File: src/rtl/queue_arbiter.sv
// Four-requester round-robin arbiter feeding a first-word fall-through FIFO.
// Define QUEUE_ARBITER_TAG_EN to store and present the winning requester index (Qsrc).
module queue_arbiter #(
    parameter int unsigned Width        = 8,
    parameter int unsigned AddressWidth = 2
) (
    input  logic                    clk,
    input  logic                    rst,
    input  logic [3:0]              req,
    input  logic [4*Width-1:0]      D,
    output logic [3:0]              grant,
    input  logic                    pull,
    output logic [Width-1:0]        Q,
`ifdef QUEUE_ARBITER_TAG_EN
    output logic [1:0]              Qsrc,
`endif
    output logic                    void_o,
    output logic                    full,
    output logic [AddressWidth:0]   count
);

    localparam int unsigned Depth = 2 ** AddressWidth;
`ifdef QUEUE_ARBITER_TAG_EN
    localparam int unsigned EntryWidth = Width + 2;
`else
    localparam int unsigned EntryWidth = Width;
`endif

    logic [1:0]              ptr_q, ptr_d;
    logic [AddressWidth-1:0] wr_ptr_q, wr_ptr_d;
    logic [AddressWidth-1:0] rd_ptr_q, rd_ptr_d;
    logic [AddressWidth:0]   count_q, count_d;
    logic [EntryWidth-1:0]   mem_q [Depth];

    logic                    push, pop, found;
    logic [1:0]              win, idx;
    logic [EntryWidth-1:0]   wdata;

    assign void_o = (count_q == '0);
    assign full   = (count_q == (AddressWidth + 1)'(Depth));
    assign count  = count_q;
    assign pop    = pull & ~void_o;

    // A pop in the same cycle frees the slot, so a full queue may still accept.
    always_comb begin
        found = 1'b0;
        win   = '0;
        idx   = '0;
        if (!rst && (!full || pop)) begin
            for (int k = 0; k < 4; k++) begin
                idx = ptr_q + 2'(k);
                if (!found && req[idx]) begin
                    found = 1'b1;
                    win   = idx;
                end
            end
        end
        push  = found;
        grant = found ? (4'b0001 << win) : 4'b0000;
    end

    always_comb begin
`ifdef QUEUE_ARBITER_TAG_EN
        wdata = {win, D[Width*win +: Width]};
`else
        wdata = D[Width*win +: Width];
`endif
    end

    always_comb begin
        ptr_d    = ptr_q;
        wr_ptr_d = wr_ptr_q;
        rd_ptr_d = rd_ptr_q;
        count_d  = count_q;
        if (push) begin
            ptr_d    = win + 2'd1;
            wr_ptr_d = wr_ptr_q + 1'b1;
        end
        if (pop) begin
            rd_ptr_d = rd_ptr_q + 1'b1;
        end
        unique case ({push, pop})
            2'b10:   count_d = count_q + 1'b1;
            2'b01:   count_d = count_q - 1'b1;
            default: count_d = count_q;
        endcase
    end

    always_ff @(posedge clk or posedge rst) begin
        if (rst) begin
            ptr_q    <= '0;
            wr_ptr_q <= '0;
            rd_ptr_q <= '0;
            count_q  <= '0;
        end else begin
            ptr_q    <= ptr_d;
            wr_ptr_q <= wr_ptr_d;
            rd_ptr_q <= rd_ptr_d;
            count_q  <= count_d;
        end
    end

    always_ff @(posedge clk) begin
        if (push) begin
            mem_q[wr_ptr_q] <= wdata;
        end
    end

    assign Q = mem_q[rd_ptr_q][Width-1:0];
`ifdef QUEUE_ARBITER_TAG_EN
    assign Qsrc = mem_q[rd_ptr_q][Width+1:Width];
`endif

endmodule

File: config.mk
export PLATFORM = sky130hd
export DESIGN_NAME = queue_arbiter
export DESIGN_NICKNAME = d
export VERILOG_FILES = /design/src/rtl/queue_arbiter.sv
export SDC_FILE = /design/constraint.sdc
export NUM_CORES = 1
export LEC_CHECK = 0
export CAP_MARGIN = 20
export CORE_MARGIN = 2
export CORE_UTILIZATION = 52
export CTS_CLUSTER_SIZE = 10
export DETAILED_ROUTE_END_ITERATION = 16
export GPL_TIMING_DRIVEN = 0
export HOLD_SLACK_MARGIN = 0.15
export PLACE_DENSITY = 0.89
export SYNTH_ARGS = -nofsm -noshare
export SYNTH_HDL_FRONTEND = slang
export SYNTH_SLANG_ARGS = --single-unit
File: constraint.sdc
create_clock -name clk -period 5.1 [get_ports clk]
set_clock_uncertainty 0.2 [all_clocks]
set_input_delay 0.51 -clock clk [delete_from_list [all_inputs] [get_ports clk]]
set_output_delay 0.51 -clock clk [all_outputs]
set_load 0.03 [all_outputs]
==> results of run 1 <==
==> critical path, delay by kind of cell <==
kind | cells | cell delay (ns)
simple gates | 2 | 0.29
compound gates | 2 | 0.42
buf+inv | 5 | 1.53
fa+ha+maj | 1 | 0.18
==> per-stage QoR <==
stage / hold WS [ns] / setup slack, ns
2_1_floorplan: 0.138 / 2.22
3_3_place_gp: 0.303 / 1.48
3_5_place_dp: 0.303 / 1.45
4_1_cts: 0.316 / 1.42
5_1_grt: 0.374 / 1.29
6_report: 0.312 / 1.45
==> power by group <==
group | switching (mW) | leakage (nW) | internal, mW
Sequential | 0.0428 | 0.399 | 0.486
Clock | 0.100 | 0.0450 | 0.0946
Combinational | 0.392 | 0.621 | 0.319
Total | 0.535 | 1.06 | 0.899
==> layout by cell type, fill, tap and decap left out, types with 4 or more instances in the layout <==
master	synthesis	final
clkdlybuf4s50_1	0	55
edfxtp_1	32	32
nand2_1	26	26
inv_1	9	9
ha_1	9	9
dfrtp_1	9	9
and2_1	8	8
mux4_2	8	8
a21oi_1	7	7
a32oi_1	7	7
nor2_1	5	5
clkbuf_8	0	5
nor2b_1	4	4
==> flip-flops by register name, indices dropped and copies added, names as in the netlist <==
signal and count:
count 3, mem_q 32, ptr_q 2, rd_ptr_q 2, wr_ptr_q 2
==> final timing paths <==
kind	from	end
max	req[0]	grant[0]
min	count[2]	count[2]
max reg2reg	count[0]	count[2]
min reg2reg	count[2]	count[2]
max in group asynchronous	rst	wr_ptr_q[1]
min in group asynchronous	rst	rd_ptr_q[1]
==> cell type report <==
type | count | area, um^2
Inverter | 10 | 50.0
Sequential cell | 41 | 1190
Buffer | 8 | 72.6
Clock buffer | 6 | 72.6
Tap cell | 50 | 62.6
Multi-Input combinational cell | 97 | 796
Timing Repair Buffer | 55 | 551
Clock inverter | 2 | 10.0
Fill cell | 271 | 1140
==> metal layers <==
layer	vias up	share of wire, %	routed length, um	GRT usage, %
met3	5	4.6	186	3.17
met2	43	51	2050	37.6
met5	-	0	0	0
li1	688	-	-	-
met4	0	1.6	65	7.65
met1	665	43	1750	26.1
==> kinds of logic (layout without fill, tap and decap cells) <==
| logic type | Yosys count | in the layout | synth area share, % |
|---|---|---|---|
| buffers and inverters | 18 | 81 | 5.83 |
| DFF | 41 | 41 | 56.4 |
| xor gates and xnor gates | 6 | 6 | 2.50 |
| muxes | 10 | 10 | 9.57 |
| adders and majority gates | 10 | 10 | 6.30 |
| AOI/OAI and AO/OA | 23 | 23 | 8.38 |
| and+or+nand+nor | 48 | 48 | 11.1 |
==> results_dict.tcl, run 1 <==
set metrics [dict create \
    run_status "finished, final reports clean" \
    die_x_um 67.6 \
    irDropWorstVdd_mv 0.220 \
    synth.most_common_cell "edfxtp_1" \
    yosysTopAreaCellShare_pct 45.7 \
    fmax_ghz 0.274 \
    synth.avg_cell_area_um2 13.5 \
    htreeDepth 2 \
    power-per-cell-area_nw_per_um2 512 \
    fin_crit_sh_pct 71.5 \
    cts_num_sinks 41 \
    max_stage_delay_ns 0.59 \
    synth_fp_nets 205 \
    final_core_util_pct 71.0 \
    worstPathRequired_ns 4.39 \
    area_growth_syn_to_layout_pct 33.1 \
    wirelength_um 4060 \
    tightest_slew_ns 0.513 \
    grt_pass1_wl_um 6890 \
    yosysUniqueCellTypes 33 \
    grt_overflow 0 \
    synth_area_leaders "edfxtp_1 46%, dfrtp_1 11%, mux4_2 8.6%" \
    grt.total_usage_pct 21.2 \
    finalPower_mw 1.43 \
    routedWlPerCell_um 15.1 \
    insertedDiodeCount 0 \
    drc 0 \
    synth_top_area_cell "edfxtp_1" \
    syn_inst 156 \
    cts_made_buffers 5 \
    criticalPathCategory "primary input to primary output" \
    async_reset_ff_share_pct 22.0 \
    grt_pass1_vias 1421 \
    final-instance-count-excl-fill 269 \
    drt_iter0_drc 105 \
    hpwl_um 3220 \
    tns_ns 0 \
    ctsResizeCount 0 \
    cts_hold_buf 0 \
    synth_enable_flop_cells 32 \
    fin_nets 267 \
    max_cap_violations 0 \
    gp_congestion 0.724 \
    yosysSeqAreaShare_pct 56.4 \
    clk_pin_slew_ns 0.07 \
    cts_tree "built" \
    whs_path_depth 1 \
    finalHoldViolCount 0 \
    cts_setup_buffers 0 \
    antenna_found_initial 0 \
    core_area_um2 3940 \
    synthTopCellsByCount "32 x edfxtp_1, 26 x nand2_1, 9 x dfrtp_1, 9 x ha_1, 9 x inv_1" \
    min_path_type "flip-flop to flip-flop" \
    dp_cells 261 \
    fp-row-count 23 \
    clock_latency_ns 0.29 \
    leakage_nw 1.06 \
    crit_arrival_ns 2.94 \
    antenna_left 0 \
    drive_above_1_share_pct 13.7 \
    r2r_cells 11 \
    cts_buffer_depth 2 \
    dpl-instance-area_um2 2720 \
    dieArea_um2 4570 \
    cp_slowest_cell "clkdlybuf4s50_1" \
    synth_seq_cells 41 \
    slew_headroom_pct 65.8 \
    critical_path.most_common_cell "clkdlybuf4s50_1" \
    slew_viol_final 0 \
    vias 1401 \
    start_util_pct 53.4 \
    end_kind "primary output" \
    first_pass_iters 4 \
    grt_max_degree 13 \
    viasPerCell 5.21 \
    cp_cell_sequence "clkdlybuf4s50_1 -> nor2b_1 -> o21ai_0 -> o2111a_1 -> buf_6 -> buf_2 -> inv_1 -> ha_1 -> and2_1 -> clkdlybuf4s50_1" \
    r2r_slack_ns 2.61 \
    ys.flop_type "edfxtp_1" \
    ys_warn_count 0 \
    cts-root-buf "clkbuf_8" \
    pin_count 56 \
    io_buffers 55 \
    setup_viol_count_final 0 \
    fin_crit_ns 3.65 \
    fin_area_um2 2800 \
    startpoint_type "primary input" \
    rsz0062_at_grt "no" \
    die_h_um 67.6 \
    synth.cell_area_um2 2100 \
    cp_max_fo 11 \
]
No activity file was read; power rests on OpenSTA's default activity.
==> run 2, diff against run 1 <==
--- a/config.mk
+++ b/config.mk
@@ -7,12 +7,12 @@
 export LEC_CHECK = 0
 export CAP_MARGIN = 20
 export CORE_MARGIN = 2
-export CORE_UTILIZATION = 52
+export CORE_UTILIZATION = 48
 export CTS_CLUSTER_SIZE = 10
 export DETAILED_ROUTE_END_ITERATION = 16
 export GPL_TIMING_DRIVEN = 0
 export HOLD_SLACK_MARGIN = 0.15
-export PLACE_DENSITY = 0.89
+export PLACE_DENSITY = 0.83
 export SYNTH_ARGS = -nofsm -noshare
 export SYNTH_HDL_FRONTEND = slang
 export SYNTH_SLANG_ARGS = --single-unit
==> constraint.sdc (replaced) <==
create_clock -name clk -period 3.7 [get_ports clk]
set_clock_uncertainty 0.2 [all_clocks]
set_input_delay 0.37 -clock clk [delete_from_list [all_inputs] [get_ports clk]]
set_output_delay 0.37 -clock clk [all_outputs]
set_load 0.03 [all_outputs]
==> run 2 against run 1 <==
  * Global-route usage is 1.8 points lower
  * Non-clock buffer count is the same
  * Critical endpoint unchanged
  * Clock power up 42%
  * Critical path type unchanged
  * Largest cell class unchanged
==> results_dict.tcl, run 2 (synthesis gave the netlist of run 1 again) <==
set metrics [dict create \
    cp_slowest_cell "clkdlybuf4s50_1" \
    max_cap_violations 0 \
    power-per-cell-area_nw_per_um2 709 \
    core_area_um2 4290 \
    layout_commonest_cell "clkdlybuf4s50_1" \
    cts-root-buf "clkbuf_8" \
    cts_tree "built" \
    largest_register_ffs 32 \
    drive_above_1_share_pct 13.2 \
    tightest_slew_ns 0.551 \
    grt_pass1_vias 1473 \
    crit_arrival_ns 2.75 \
    fin_crit_sh_pct 89.6 \
    io_buffers 55 \
    cts_setup_buffers 0 \
    registers.top_by_ff_count "mem_q" \
    die_h_um 70.2 \
    setup_viol_count_final 0 \
    tns_ns 0 \
    slew_headroom_pct 63.3 \
    grt_overflow 0 \
    die_x_um 70.2 \
    timing.rr.start "count[0]" \
    pin_count 56 \
    start_util_pct 49.0 \
    insertedDiodeCount 0 \
    end_kind "primary output" \
    rsz0062_at_grt "no" \
    cts_hold_buf 0 \
    grt.total_usage_pct 19.4 \
    cp-endpoint "grant[0]" \
    area_growth_syn_to_layout_pct 33.1 \
    r2r_slack_ns 1.19 \
    fin_nets 267 \
    postLayoutSetupSlackWorst_ns 0.385 \
    ctsResizeCount 0 \
    min_path_type "primary input to asynchronous set/reset pin" \
    max_stage_delay_ns 0.59 \
    gp_congestion 0.845 \
    grt_pass1_wl_um 7080 \
    fillers 325 \
    finalHoldViolCount 0 \
    fp-row-count 24 \
    htreeDepth 2 \
    dpl-instance-area_um2 2720 \
    cts_num_sinks 41 \
    fmax_ghz 0.302 \
    r2r_cells 11 \
    run_status "finished, final reports clean" \
    r2r_end "count[2]" \
    multi_input_area_um2 796 \
    clk_pin_slew_ns 0.07 \
    wirelength_um 4210 \
    worstPathRequired_ns 3.13 \
    grt_max_degree 13 \
    fin_area_um2 2800 \
    antenna_left 0 \
    final-instance-count-excl-fill 271 \
    slew_viol_final 0 \
    drt_iter0_drc 122 \
    critical_path.most_common_cell "clkdlybuf4s50_1" \
    irDropWorstVdd_mv 0.279 \
    routedWlPerCell_um 15.5 \
    cts_buffer_depth 2 \
    hpwl_um 3110 \
    criticalPathCategory "primary input to primary output" \
    drc 0 \
    startpoint_type "primary input" \
    fin_crit_ns 3.32 \
    critPathLaunch "req[0]" \
    viasPerCell 5.34 \
    clock_latency_ns 0.29 \
    first_pass_iters 4 \
    final_core_util_pct 65.2 \
    final_cell_mix "55 x clkdlybuf4s50_1, 32 x edfxtp_1, 26 x nand2_1" \
    dieArea_um2 4930 \
    leakage_nw 1.06 \
    antenna_found_initial 0 \
    regArea_um2 1190 \
    cts_made_buffers 5 \
    cp_max_fo 11 \
    vias 1446 \
    place_ws_ns 0.381 \
    dp_cells 263 \
    cp_cell_sequence "clkdlybuf4s50_1 -> nor2b_1 -> o21ai_0 -> o2111a_1 -> buf_6 -> buf_2 -> inv_1 -> ha_1 -> and2_1 -> clkdlybuf4s50_1" \
]
[run 2: changes by cell type in the layout (fill, tap and decap cells not counted), sizes merged]
cell	delta
clkbuf	+1
clkinv	-1
[run 2: how the worst min path moves through the flow]
stage / slack [ns] / endpoint / start / cells past startpoint
2_1_floorplan: -0.002 / count[0] / rst / 1
3_3_place_gp: 0.30 / count[2] / count[2] / 1
3_5_place_dp: 0.31 / count[2] / count[2] / 1
4_1_cts: 0.19 / count[0] / rst / 2
5_1_grt: 0.22 / count[0] / rst / 2
6_report: 0.19 / rd_ptr_q[1] / rst / 2
[run 2: routing by layer]
layer  global-route usage, %  up-vias  part of all wire, %
li1                        -      687                    -
met1                    24.4      688                   42
met3                    6.78        6                  7.7
met2                    31.3       65                   49
met5                       0        -                    0
met4                    6.62        0                  1.1
[run 2: report_power, final]
part / internal [mW] / switching (mW) / leakage [nW]
logic: 0.440 / 0.543 / 0.621
registers: 0.669 / 0.0594 / 0.399
clock network: 0.132 / 0.144 / 0.0422
total: 1.24 / 0.746 / 1.06
[run 2: cell type report]
cell class / count / share of cell area [%]
tap: 52 / 2.32
inverter: 10 / 1.79
sequential: 41 / 42.3
clock inverter: 1 / 0.179
timing repair buffer: 55 / 19.7
buffer: 8 / 2.59
multi-input combinational: 97 / 28.4
clock buffer: 7 / 2.72
[run 2: worst max-delay path, delay by kind of cell]
kind                       cells  cell delay [ns]
buffers and inverters          5             1.52
and+or+nand+nor                2             0.28
AOI/OAI and AO/OA              2             0.39
adders and majority gates      1             0.18
[run 2: through the flow]
| step | power [mW] | hold slack (ns) |
|---|---|---|
| after floorplan | 1.39 | -0.00208 |
| after global placement | 1.70 | 0.302 |
| after detailed placement | 1.73 | 0.313 |
| after CTS | 2.01 | 0.190 |
| after global routing | 2.11 | 0.222 |
| final | 1.99 | 0.186 |
